### src/rtl/pipeline_pkg.sv
`default_nettype none
// ============================================================================
// Package     : pipeline_pkg
// Description : Shared types and constants for the instruction pipeline.
// Revision    : 1.0 - initial release
// ============================================================================
package pipeline_pkg;

  localparam int ADDR_W      = 32;
  localparam int INSTR_W     = 32;
  localparam int INSTR_BYTES = 4;

  typedef logic [ADDR_W-1:0]  addr_t;
  typedef logic [INSTR_W-1:0] instr_t;

  typedef enum logic [1:0] {
    FETCH = 2'd0,
    WAIT  = 2'd1,
    HALT  = 2'd2
  } fetch_state_t;

endpackage : pipeline_pkg
`default_nettype wire

### src/rtl/fetch_stage.sv
`default_nettype none
// ============================================================================
// Module      : fetch_stage
// Description : PC, single-outstanding instruction-memory fetch and a
//               one-entry buffer feeding decode; applies decode redirects.
// Revision    : 1.0 - initial release
// ============================================================================
module fetch_stage
  import pipeline_pkg::*;
#(
  parameter int                    ADDR_WIDTH        = 32,
  parameter int                    INSTRUCTION_WIDTH = 32,
  parameter logic [ADDR_WIDTH-1:0] RESET_VECTOR      = '0
) (
  input  logic                         clk,
  input  logic                         rst,
  output logic [ADDR_WIDTH-1:0]        imem_addr,
  output logic                         imem_req_done,
  input  logic                         imem_req_stall,
  input  logic [INSTRUCTION_WIDTH-1:0] imem_resp_data,
  input  logic                         imem_resp_fault,
  input  logic                         imem_resp_valid,
  input  logic                         redirect,
  input  logic [ADDR_WIDTH-1:0]        redirect_target,
  output logic                         done_next,
  input  logic                         next_stall,
  output logic [ADDR_WIDTH-1:0]        program_count,
  output logic [INSTRUCTION_WIDTH-1:0] instruction_data,
  output logic                         instruction_data_valid
);

  fetch_state_t                 state_q, state_d;
  logic [ADDR_WIDTH-1:0]        pc_q, pc_d;
  logic [ADDR_WIDTH-1:0]        req_pc_q, req_pc_d;
  logic                         outstanding_q, outstanding_d;
  logic                         stale_q, stale_d;
  logic                         active_q;
  logic                         buf_valid_q, buf_valid_d;
  logic [ADDR_WIDTH-1:0]        buf_pc_q, buf_pc_d;
  logic [INSTRUCTION_WIDTH-1:0] buf_data_q, buf_data_d;
  logic                         buf_ok_q, buf_ok_d;

  logic transfer_next;
  logic req_accept;
  logic resp_hit;
  logic target_misaligned;

  assign transfer_next     = buf_valid_q && !next_stall;
  // active_q keeps the request line low through reset and its release cycle
  assign imem_req_done     = active_q && (state_q == FETCH) && !outstanding_q &&
                             (!buf_valid_q || transfer_next);
  assign req_accept        = imem_req_done && !imem_req_stall;
  assign resp_hit          = imem_resp_valid && outstanding_q;
  assign target_misaligned = (redirect_target[1:0] != 2'b00);

  assign imem_addr              = pc_q;
  assign done_next              = buf_valid_q;
  assign program_count          = buf_pc_q;
  assign instruction_data       = buf_data_q;
  assign instruction_data_valid = buf_ok_q;

  always_comb begin
    state_d       = state_q;
    pc_d          = pc_q;
    req_pc_d      = req_pc_q;
    outstanding_d = outstanding_q;
    stale_d       = stale_q;
    buf_valid_d   = buf_valid_q;
    buf_pc_d      = buf_pc_q;
    buf_data_d    = buf_data_q;
    buf_ok_d      = buf_ok_q;

    if (transfer_next) begin
      buf_valid_d = 1'b0;
    end

    if (req_accept) begin
      outstanding_d = 1'b1;
      req_pc_d      = pc_q;
      pc_d          = pc_q + ADDR_WIDTH'(INSTR_BYTES);
      state_d       = WAIT;
    end

    if (resp_hit) begin
      outstanding_d = 1'b0;
      stale_d       = 1'b0;
      if (!stale_q) begin
        buf_valid_d = 1'b1;
        buf_pc_d    = req_pc_q;
        buf_data_d  = imem_resp_data;
        buf_ok_d    = !imem_resp_fault;
        state_d     = imem_resp_fault ? HALT : FETCH;
      end
    end

    // Redirect overrides everything above; an in-flight request becomes stale
    if (redirect) begin
      pc_d        = redirect_target;
      buf_valid_d = 1'b0;
      state_d     = FETCH;
      if (req_accept || (outstanding_q && !imem_resp_valid)) begin
        outstanding_d = 1'b1;
        stale_d       = 1'b1;
      end else begin
        outstanding_d = 1'b0;
        stale_d       = 1'b0;
      end
      if (target_misaligned) begin
        buf_valid_d = 1'b1;
        buf_pc_d    = redirect_target;
        buf_data_d  = '0;
        buf_ok_d    = 1'b0;
        state_d     = HALT;
      end
    end
  end

  always_ff @(posedge clk or negedge rst) begin
    if (!rst) begin
      state_q       <= FETCH;
      pc_q          <= RESET_VECTOR;
      req_pc_q      <= RESET_VECTOR;
      outstanding_q <= 1'b0;
      stale_q       <= 1'b0;
      active_q      <= 1'b0;
      buf_valid_q   <= 1'b0;
      buf_pc_q      <= '0;
      buf_data_q    <= '0;
      buf_ok_q      <= 1'b0;
    end else begin
      state_q       <= state_d;
      pc_q          <= pc_d;
      req_pc_q      <= req_pc_d;
      outstanding_q <= outstanding_d;
      stale_q       <= stale_d;
      active_q      <= 1'b1;
      buf_valid_q   <= buf_valid_d;
      buf_pc_q      <= buf_pc_d;
      buf_data_q    <= buf_data_d;
      buf_ok_q      <= buf_ok_d;
    end
  end

endmodule : fetch_stage
`default_nettype wire

### config.mk
export PLATFORM = sky130hd
export DESIGN_NAME = fetch_stage
export DESIGN_NICKNAME = d
export VERILOG_FILES = /design/src/rtl/pipeline_pkg.sv /design/src/rtl/fetch_stage.sv
export SDC_FILE = /design/constraint.sdc
export NUM_CORES = 1
export LEC_CHECK = 0
export CAP_MARGIN = 20
export CELL_PAD_IN_SITES_DETAIL_PLACEMENT = 1
export CELL_PAD_IN_SITES_GLOBAL_PLACEMENT = 1
export CORE_MARGIN = 2
export CORE_UTILIZATION = 35
export CTS_BUF_LIST = sky130_fd_sc_hd__clkbuf_16
export DETAILED_ROUTE_END_ITERATION = 10
export PLACE_DENSITY_LB_ADDON = 0.12
export REMOVE_ABC_BUFFERS = 1
export SYNTH_ARGS = -nofsm -noshare
export SYNTH_HDL_FRONTEND = slang
export SYNTH_SLANG_ARGS = --single-unit
export TNS_END_PERCENT = 1
### constraint.sdc
create_clock -name clk -period 7.1 [get_ports clk]
set_clock_uncertainty 0.05 [all_clocks]
set_input_delay 1.775 -clock clk [delete_from_list [all_inputs] [get_ports clk]]
set_output_delay 1.775 -clock clk [all_outputs]
set_load 0.05 [all_outputs]
== Yosys cells after proc, flatten, opt, wreduce, memory -nomap -nowiden ==
Cells that the tools add are included.
Word-level totals
  bits in registers: 135
  bits of input ports: 71
  output and inout port bits: 99
Cells by class
  $add $sub $neg: 1
  muxes and demuxes: 31
  reduce and logical (&&, ||, !) cells: 20
Operator list (number)
  $mux 32: 10
  $add 32x3->32 const B: 1
  $mux 1: 15
  $mux 2: 6
  $logic_and 1x1->1: 7
  $logic_not 1->1: 6
  $reduce_bool 2->1: 3
  $reduce_bool 3->1: 1
  $logic_not 2->1: 1
  $logic_or 1x1->1: 2

== Logic depth before layout (Yosys ltp) ==
Gate-level depths: netlist of run 1.
  depth in word-level cells: 9
  gate-level depth with buffers: 6
  depth with buffers taken out: 5

== Worst setup path before layout of run 1 ==
Ideal clock, no wire load.
  kind: in2out
  start point: input port next_stall
  end point: output port imem_req_done
  data arrival time: 2637 ps
  required time: 5275 ps
  setup slack: 2638 ps
  stages: 2
  cells stage by stage: and2_1 -> nor2_1
Between the ends
  word-level cells in the longest chain between the ends: 4
Ends and longest elaborated chain
  start, declared: RTL line fetch_stage.sv:26  | input logic next_stall,
  $logic_not 1->1: RTL line fetch_stage.sv:48  | assign transfer_next = buf_valid_q && !next_stall;
  $logic_and 1x1->1: RTL line fetch_stage.sv:48
  $logic_or 1x1->1: RTL line fetch_stage.sv:51  | (!buf_valid_q || transfer_next);
  $logic_and 1x1->1: RTL line fetch_stage.sv:50  | assign imem_req_done = active_q && (state_q == FETCH) && !outstanding_q &&
  end, declared: RTL line fetch_stage.sv:18  | output logic imem_req_done,
No other way between the ends.

== Final worst setup path of run 1 ==
Ends and elaborated chain as after synthesis.

==> qor.yml, run 1 <==
outcome:
  status: "finished clean"
clock_tree:
  clk_latency_ps: 420
  cts-root-buf: "clkbuf_16"
  cts_setup_buffers: 0
  cts_resized: 0
  cts_buffer_depth: 2
  cts_buffers: 17
  clkTransAtPathRegs_ps: 60
  hold_buffers: 0
  tritoncts: "built"
  cts.htree.levels: 4
  cts.sinks: 135
floorplanning:
  fp.dieH_um: 135
  ios: 170
  core_area_um2: 16600
  initial_core_util: 0.360
  die_w_um: 135
  dieArea_um2: 18200
  num_rows: 47
sta:
  rsz0062_at_grt: "no"
  worst_slack_ps: 1920
  hold_slack_ps: 460
  slew-limit-headroom: 0.356
  finalHoldViolCount: 0
  maxSlewViolCount: 0
  timing.fmax_mhz: 193
  finalCritPeriodShare: 0.729
  setup_tns_ps: 0
  setup_viol: 0
  post-route-min-period_ps: 5180
  worst_pin_slew_ps: 966
yosys:
  yosysUniqueCellTypes: 42
  syn_area_per_cell_um2: 9.73
  ys_ff_latch: 135
  synth_area_um2: 5990
  netlist_top_cells_count: "168 x nand2_1, 135 x dfrtp_1, 43 x nor2_1"
  yosys_warnings: 0
  synth_top_area_share: 0.564
  ys_async_sr_fraction: 1.00
  yosys_most_used_dff: "dfrtp_1"
  synthTopCellsByArea: "dfrtp_1 56%, nand2_1 11%, mux2_2 7.0%, a31oi_1 3.3%, nor2_1 2.7%"
  synth_most_common_cell: "nand2_1"
  synth-edff-count: 0
  synth-seq-area-share: 0.564
  synth.largest_area_cell: "dfrtp_1"
  syn-instance-count: 616
critical_path:
  worst-path-buf-inv: 2
  cp_slowest_stage_delay_ps: 810
  crit_start: "next_stall"
  crit_path_max_fanout: 5
  r2r_start: "outstanding_q"
  required_ps: 5280
  critPathArrivalTime_ps: 3350
  slowest_stage: "clkdlybuf4s50_1"
  critPathCaptureType: "primary output"
  crit_family: "buffers and inverters"
  cpMostUsedCell: "clkdlybuf4s50_1"
  path_cells: "clkdlybuf4s50_1, and2_1, nor2_1, clkdlybuf4s50_1"
  critPathLaunchType: "primary input"
  path_class: "primary input to primary output"
layout:
  nNetsFinal: 847
  n_fill_cell: 1822
  drive_above_1_share: 0.113
  seq_area_um2: 3380
  multi_input_area_um2: 2450
  fin_area_um2: 8470
  area_growth_pct: 41.3
drt:
  vias: 5095
  postRouteAntennaNets: 0
  drt_iter0_drc: 210
  drc: 0
  firstDrtPassIters: 4
  wl_per_cell_um: 18.0
  wl_mm: 18.1
  via_per_inst: 5.05
grt:
  grt_max_degree: 75
  grt_util_all_layers: 0.208
  antenna_found_initial: 1
  gr-total-overflow: 0
  grt_pass1_vias: 5611
  grt_pass1_wl_mm: 29.5
placed_design:
  portBuffers: 169
  pre_cts_ws_ps: 1930
  postPlaceCellArea_um2: 7900
  dp_hpwl_mm: 12.3
  place_congestion: 0.742
power_and_ir_drop:
  p_leak_nw: 3.51
  power_density_nw_per_um2: 280
  ir_drop_mv: 0.159
flow_run:
  drv_cap: 0
min_path:
  hp-start: "req_pc_q[0]"
  hold_class: "flip-flop to flip-flop"
final timing paths:
path | end | slack, ps | cells past startpoint
setup / recovery | imem_req_done | 1920 | 4
hold / removal | req_pc_q[0] | 460 | 1
setup reg to reg | imem_addr[26] | 4420 | 5
hold reg to reg | req_pc_q[0] | 460 | 1
max in group asynchronous | imem_addr[25] | 4330 | 2
min in group asynchronous | req_pc_q[8] | 1280 | 1
registers in the layout, summed over array words and instances (netlist names), 2 cells and up:
name,flops
state_q,2
program_count,32
instruction_data,32
req_pc_q,32
imem_addr,32
report_power, final:
group / internal, mW / leakage [nW] / switching, mW / total (mW)
registers: 0.892 / 1.66 / 0.0863 / 0.978
logic: 0.225 / 1.57 / 0.339 / 0.563
clock network: 0.504 / 0.278 / 0.323 / 0.827
cell families after synthesis:
family,count (synthesis),share of synthesized area
flip-flops,135,0.564
buffers and inverters,48,0.0321
adder cells (fa/ha/maj),1,0.00209
XOR/XNOR,26,0.0380
multiplexers,39,0.0729
other,1,0.000626
AND/OR/NAND/NOR,267,0.199
AO/OA/AOI/OAI,99,0.0921
stage by stage:
step | util | std cells | total power [mW]
2_1_floorplan | - | 578 | 1.32
3_3_place_gp | 0.473 | 974 | 1.54
5_1_grt | 0.509 | 1008 | 2.47
4_1_cts | 0.507 | 1007 | 2.40
3_5_place_dp | 0.474 | 975 | 1.56
6_report | 0.509 | 1009 | 2.37
per-layer routing:
metal / global-route usage / routed length [um]
met1: 0.250 / 7610
met2: 0.368 / 9480
met3: 0.0495 / 834
met4: 0.0673 / 199
met5: 0 / 0
cell usage in the layout, fill, tap and decap left out, types with 4 or more instances in the layout:
cell type / synthesis / routed
nand2_1: 168 / 168
clkdlybuf4s50_1: 0 / 167
dfrtp_1: 135 / 135
nor2_1: 43 / 41
mux2_2: 37 / 37
a31oi_1: 32 / 32
a21oi_1: 32 / 32
o21ai_0: 24 / 24
xnor2_1: 17 / 17
clkbuf_16: 0 / 17
inv_1: 9 / 11
nand3_1: 10 / 10
nor3_1: 10 / 9
xor2_1: 9 / 9
nand4_1: 7 / 7
buf_4: 0 / 7
clkinv_2: 0 / 6
clkinv_1: 1 / 5
o21ai_1: 6 / 5
nor4_1: 4 / 4
layout make-up:
| class | instances | share of cell area |
|---|---|---|
| well taps | 220 | 0.0325 |
| flip-flops and latches | 135 | 0.399 |
| repair buffers | 178 | 0.210 |
| clock inverters | 15 | 0.0142 |
| inverters | 10 | 0.00443 |
| multi-input cells | 433 | 0.289 |
| diodes | 1 | 0.000295 |
| clock buffers | 17 | 0.0502 |
Power figures use the tool's default switching activity.
==> run 2: changes to the inputs <==
--- a/config.mk
+++ b/config.mk
@@ -9,7 +9,7 @@
 export CELL_PAD_IN_SITES_DETAIL_PLACEMENT = 1
 export CELL_PAD_IN_SITES_GLOBAL_PLACEMENT = 1
 export CORE_MARGIN = 2
-export CORE_UTILIZATION = 35
+export CORE_UTILIZATION = 32
 export CTS_BUF_LIST = sky130_fd_sc_hd__clkbuf_16
 export DETAILED_ROUTE_END_ITERATION = 10
 export PLACE_DENSITY_LB_ADDON = 0.12
==> constraint.sdc (replaced) <==
create_clock -name clk -period 4.65 [get_ports clk]
set_clock_uncertainty 0.05 [all_clocks]
set_input_delay 1.1625 -clock clk [delete_from_list [all_inputs] [get_ports clk]]
set_output_delay 1.1625 -clock clk [all_outputs]
set_load 0.05 [all_outputs]
==> qor.yml, run 2 (synthesis results as in run 1) <==
clock_tree:
  cts_resized: 0  # unchanged
  cts.htree.levels: 4  # unchanged
  cts-root-buf: "clkbuf_16"  # unchanged
  clkTransAtPathRegs_ps: 60  # about the same
  tritoncts: "built"  # unchanged
  cts_buffers: 17  # unchanged
  clk_latency_ps: 420  # about the same
  cts_buffer_depth: 2  # unchanged
  cts.sinks: 135  # unchanged
  hold_buffers: 0  # unchanged
  cts_setup_buffers: 0  # unchanged
floorplanning:
  initial_core_util: 0.324  # was 0.360
  num_rows: 50  # was 47
  die_w_um: 141  # was 135 um
  core_area_um2: 18500  # was 16600 um2
  ios: 170  # unchanged
  dieArea_um2: 19800  # was 18200 um2
  fp.dieH_um: 141  # was 135 um
grt:
  gr-total-overflow: 0  # unchanged
  antenna_found_initial: 1  # unchanged
  grt_pass1_wl_mm: 29.8  # was 29.5 mm
  grt_pass1_vias: 5571  # was 5611
  grt_util_all_layers: 0.191  # was 0.208
  grt_max_degree: 109  # was 75
critical_path:
  critPathLaunchType: "primary input"  # unchanged
  required_ps: 3440  # was 5280 ps
  cp_slowest_stage_delay_ps: 810  # about the same
  worst-path-buf-inv: 2  # unchanged
  crit_path_max_fanout: 5  # unchanged
  cpMostUsedCell: "clkdlybuf4s50_1"  # unchanged
  path_cells: "clkdlybuf4s50_1, and2_1, nor2_1, clkdlybuf4s50_1"  # unchanged
  path_class: "primary input to primary output"  # unchanged
  crit_family: "buffers and inverters"  # unchanged
  critPathArrivalTime_ps: 2750  # was 3350 ps
  slowest_stage: "clkdlybuf4s50_1"  # unchanged
  critPathCaptureType: "primary output"  # unchanged
drt:
  wl_per_cell_um: 17.7  # was 18.0 um
  firstDrtPassIters: 4  # unchanged
  via_per_inst: 4.95  # was 5.05
  postRouteAntennaNets: 0  # unchanged
  wl_mm: 18.1  # about the same
  drt_iter0_drc: 138  # was 210
  vias: 5075  # was 5095
  drc: 0  # unchanged
power_and_ir_drop:
  p_total_mw: 3.62  # was 2.37 mW
  p_leak_nw: 3.53  # was 3.51 nW
  power_density_nw_per_um2: 426  # was 280 nW/um2
  ir_drop_mv: 0.256  # was 0.159 mV
sta:
  finalHoldViolCount: 0  # unchanged
  setup_viol: 0  # unchanged
  timing.fmax_mhz: 252
  rsz0062_at_grt: "no"  # unchanged
  slew-limit-headroom: 0.485  # was 0.356
  worst_pin_slew_ps: 769  # was 966 ps
  post-route-min-period_ps: 3960
  finalCritPeriodShare: 0.852
  maxSlewViolCount: 0  # unchanged
layout:
  n_antenna_cell: 0  # was 1
  post-route-util: 0.459  # was 0.509
  fin_area_um2: 8500  # was 8470 um2
  area_growth_pct: 41.9  # was 41.3%
  final_common_cell: "nand2_1"  # unchanged
  drive_above_1_share: 0.115  # was 0.113
  nNetsFinal: 850  # was 847
  final_cell_mix: "168 x nand2_1, 167 x clkdlybuf4s50_1, 135 x dfrtp_1"  # unchanged
placed_design:
  dp_hpwl_mm: 12.4  # was 12.3 mm
  postPlaceCellArea_um2: 7930  # was 7900 um2
  place_congestion: 0.753  # was 0.742
  portBuffers: 169  # unchanged
min_path:
  hold_class: "flip-flop to flip-flop"  # unchanged
flow_run:
  drv_cap: 0  # unchanged
outcome:
  status: "finished clean"  # unchanged
[run 2: changes by cell type in the layout (fill, tap and decap cells not counted)]
cell,delta
clkinv_1,-1
inv_1,+2
clkinv_2,-2
buf_4,+4
diode_2,-1
buf_8,-1
clkinv_4,+1
[run 2: where the power goes]
group / switching (mW) / total [mW] / leakage (nW) / internal, mW
combinational: 0.518 / 0.861 / 1.59 / 0.343
sequential: 0.128 / 1.49 / 1.66 / 1.36
clock: 0.499 / 1.27 / 0.284 / 0.771
[run 2: worst paths after layout]
path	cells past startpoint	end	from	slack [ps]
max	4	imem_req_done	next_stall	690
min	1	req_pc_q[9]	req_pc_q[9]	460
max reg2reg	5	imem_addr[25]	outstanding_q	2200
min reg2reg	1	req_pc_q[9]	req_pc_q[9]	460
max in group asynchronous	3	req_pc_q[21]	rst	2870
min in group asynchronous	1	program_count[17]	rst	570
[run 2: worst register-to-register path, stage by stage (launching register included)]
cell and delay (ps):
dfrtp_1 420, or4b_4 610, or4_4 610, nor4_4 290
xor2_1 100, mux2_2 260
[run 2: stage by stage]
step                      cells  setup WS, ps  hold WS [ps]  TNS [ps]
final                      1025           689           458         0
after detailed placement    992           697           445         0
after floorplan             578         -37.1           427     -37.1
after global placement      992           702           439         0
after CTS                  1024           683           458         0
after global routing       1025           637           474         0
[run 2: final cells by class]
type	instances	area (um2)
fill	2099	10000
sequential	135	3380
multi-input combinational	433	2450
timing repair buffer	181	1800
clock buffer	17	425
tap	234	293
clock inverter	15	123
inverter	10	37.5
[run 2: metal layers]
| layer | track usage | vias up | routed length (um) |
|---|---|---|---|
| li1 | - | 2401 | - |
| met1 | 0.238 | 2553 | 7960 |
| met2 | 0.327 | 94 | 9050 |
| met3 | 0.0428 | 27 | 704 |
| met4 | 0.0695 | 0 | 422 |
| met5 | 0 | - | 0 |
==> run 3: changes to the inputs <==
--- a/config.mk
+++ b/config.mk
@@ -8,9 +8,10 @@
 export CAP_MARGIN = 20
 export CELL_PAD_IN_SITES_DETAIL_PLACEMENT = 1
 export CELL_PAD_IN_SITES_GLOBAL_PLACEMENT = 1
-export CORE_MARGIN = 2
+export CORE_MARGIN = 4
 export CORE_UTILIZATION = 32
 export CTS_BUF_LIST = sky130_fd_sc_hd__clkbuf_16
+export CTS_CLUSTER_DIAMETER = 80
 export DETAILED_ROUTE_END_ITERATION = 10
 export PLACE_DENSITY_LB_ADDON = 0.12
 export REMOVE_ABC_BUFFERS = 1
==> qor.yml, run 3 (synthesis results as in run 1) <==
layout:
  nNetsFinal: 849  # was 850
  instances_no_fill: 1018  # was 1025
  area_growth_pct: 43.0  # was 41.9%
  final_common_cell: "nand2_1"  # unchanged
  fin_area_um2: 8570  # was 8500 um2
  n_fill_cell: 2007  # was 2099
  n_antenna_cell: 0  # unchanged
  drive_above_1_share: 0.115  # about the same
  final_cell_mix: "168 x nand2_1, 167 x clkdlybuf4s50_1, 135 x dfrtp_1"  # unchanged
sta:
  post-route-min-period_ps: 3950  # was 3960 ps
  maxSlewViolCount: 0  # unchanged
  setup_tns_ps: 0  # unchanged
  slew-limit-headroom: 0.432  # was 0.485
  rsz0062_at_grt: "no"  # unchanged
  finalHoldViolCount: 0  # unchanged
  worst_pin_slew_ps: 852  # was 769 ps
  finalCritPeriodShare: 0.850  # was 0.852
  timing.fmax_mhz: 253  # was 252 MHz
  setup_viol: 0  # unchanged
critical_path:
  critPathArrivalTime_ps: 2740  # was 2750 ps
  ff2ff_path_depth: 5  # unchanged
  r2r_end: "imem_addr[25]"  # unchanged
  crit_path_max_fanout: 5  # unchanged
  critPathLaunchType: "primary input"  # unchanged
  crit_start: "next_stall"  # unchanged
  critPathCaptureType: "primary output"  # unchanged
  r2r_slack_ps: 2200  # about the same
  endpoint: "imem_req_done"  # unchanged
  r2r_start: "outstanding_q"  # unchanged
  path_class: "primary input to primary output"  # unchanged
  required_ps: 3440  # about the same
floorplanning:
  fp.dieH_um: 145  # was 141 um
  ios: 170  # unchanged
  num_rows: 49  # was 50
  die_w_um: 145  # was 141 um
  core_area_um2: 18200  # was 18500 um2
  dieArea_um2: 21000  # was 19800 um2
  initial_core_util: 0.329  # was 0.324
clock_tree:
  cts.htree.levels: 4  # unchanged
  cts_resized: 0  # unchanged
  clk_latency_ps: 420  # about the same
  cts_setup_buffers: 0  # unchanged
  cts_buffer_depth: 2  # unchanged
  cts_buffers: 17  # unchanged
  clkTransAtPathRegs_ps: 60  # about the same
  cts.sinks: 135  # unchanged
  hold_buffers: 0  # unchanged
  tritoncts: "built"  # unchanged
  cts-root-buf: "clkbuf_16"  # unchanged
drt:
  firstDrtPassIters: 4  # unchanged
  route.met3.wl_um: 777  # was 704 um
  routed.top_layer: "met4"  # unchanged
  wl_mm: 18.7  # was 18.1 mm
  via_per_inst: 5.01  # was 4.95
  wl_met1_mm: 8.03  # was 7.96 mm
  dr_wl_met2_mm: 9.45  # was 9.05 mm
  drt_iter0_drc: 209  # was 138
  wl_per_cell_um: 18.3  # was 17.7 um
  drc: 0  # unchanged
  vias: 5101  # was 5075
  postRouteAntennaNets: 0  # unchanged
grt:
  grt_util_all_layers: 0.183  # was 0.191
  grt_pass1_wl_mm: 29.9  # was 29.8 mm
  gr-total-overflow: 0  # unchanged
  antenna_found_initial: 0  # was 1
  grt_max_degree: 111  # was 109
  grt_pass1_vias: 5558  # was 5571
power_and_ir_drop:
  power_frac_comb: 0.228  # was 0.238
  internal-power_mw: 2.64  # was 2.48 mW
  p_clk_frac: 0.378  # was 0.351
  p_sw_frac: 0.302  # was 0.316
  switchingPower_mw: 1.14  # about the same
  seqPwrFrac: 0.394  # was 0.411
  ir_drop_mv: 0.261  # was 0.256 mV
  p_total_mw: 3.79  # was 3.62 mW
  p_leak_nw: 3.56  # was 3.53 nW
  power_density_nw_per_um2: 442  # was 426 nW/um2
placed_design:
  place_congestion: 0.773  # was 0.753
  postPlaceCellArea_um2: 7930  # about the same
  dp_hpwl_mm: 12.7  # was 12.4 mm
  portBuffers: 169  # unchanged
  dp_cells: 986  # was 992
min_path:
  hold_class: "flip-flop to flip-flop"  # unchanged
flow_run:
  drv_cap: 0  # unchanged
outcome:
  status: "finished clean"  # unchanged
[run 3: cell type report]
cell class | count | area, um2 | share of cell area
Sequential cell | 135 | 3380 | 0.394
Inverter | 10 | 37.5 | 0.00438
Multi-Input combinational cell | 433 | 2450 | 0.286
Tap cell | 229 | 287 | 0.0334
Clock buffer | 17 | 425 | 0.0496
Timing Repair Buffer | 180 | 1800 | 0.210
Clock inverter | 14 | 191 | 0.0223
[run 3: worst max-delay path, stage by stage]
cell and delay (ps):
clkdlybuf4s50_1 410, and2_1 220, nor2_1 140, clkdlybuf4s50_1 810
[run 3: worst min-delay path by stage]
stage | cells after the start | startpoint | to | slack [ps]
2_1_floorplan | 1 | req_pc_q[0] | req_pc_q[0] | 430
3_3_place_gp | 1 | req_pc_q[9] | req_pc_q[9] | 440
3_5_place_dp | 1 | req_pc_q[25] | req_pc_q[25] | 450
4_1_cts | 1 | req_pc_q[25] | req_pc_q[25] | 460
5_1_grt | 1 | req_pc_q[3] | req_pc_q[3] | 470
6_report | 1 | req_pc_q[25] | req_pc_q[25] | 450
[run 3: power groups by stage]
stage | combinational [mW] | clock, mW | sequential, mW
after floorplan | 0.249 | 0 | 1.76
after global placement | 0.850 | 0 | 1.50
after detailed placement | 0.869 | 0 | 1.51
after CTS | 0.873 | 1.46 | 1.49
after global routing | 0.923 | 1.53 | 1.52
final | 0.862 | 1.43 | 1.49
[run 3: routing by layer]
metal  up-vias  global-route usage
met5         -                   0
met4         0              0.0668
met3        29              0.0394
met2       110               0.307
met1      2564               0.234
li1       2398                   -
[run 3: per-stage QoR]
stage,hold slack [ps],setup WS [ps],utilization
after floorplan,427,-37.1,-
after global placement,439,712,0.435
after detailed placement,446,710,0.435
after CTS,459,696,0.469
after global routing,475,598,0.471
final,455,696,0.471
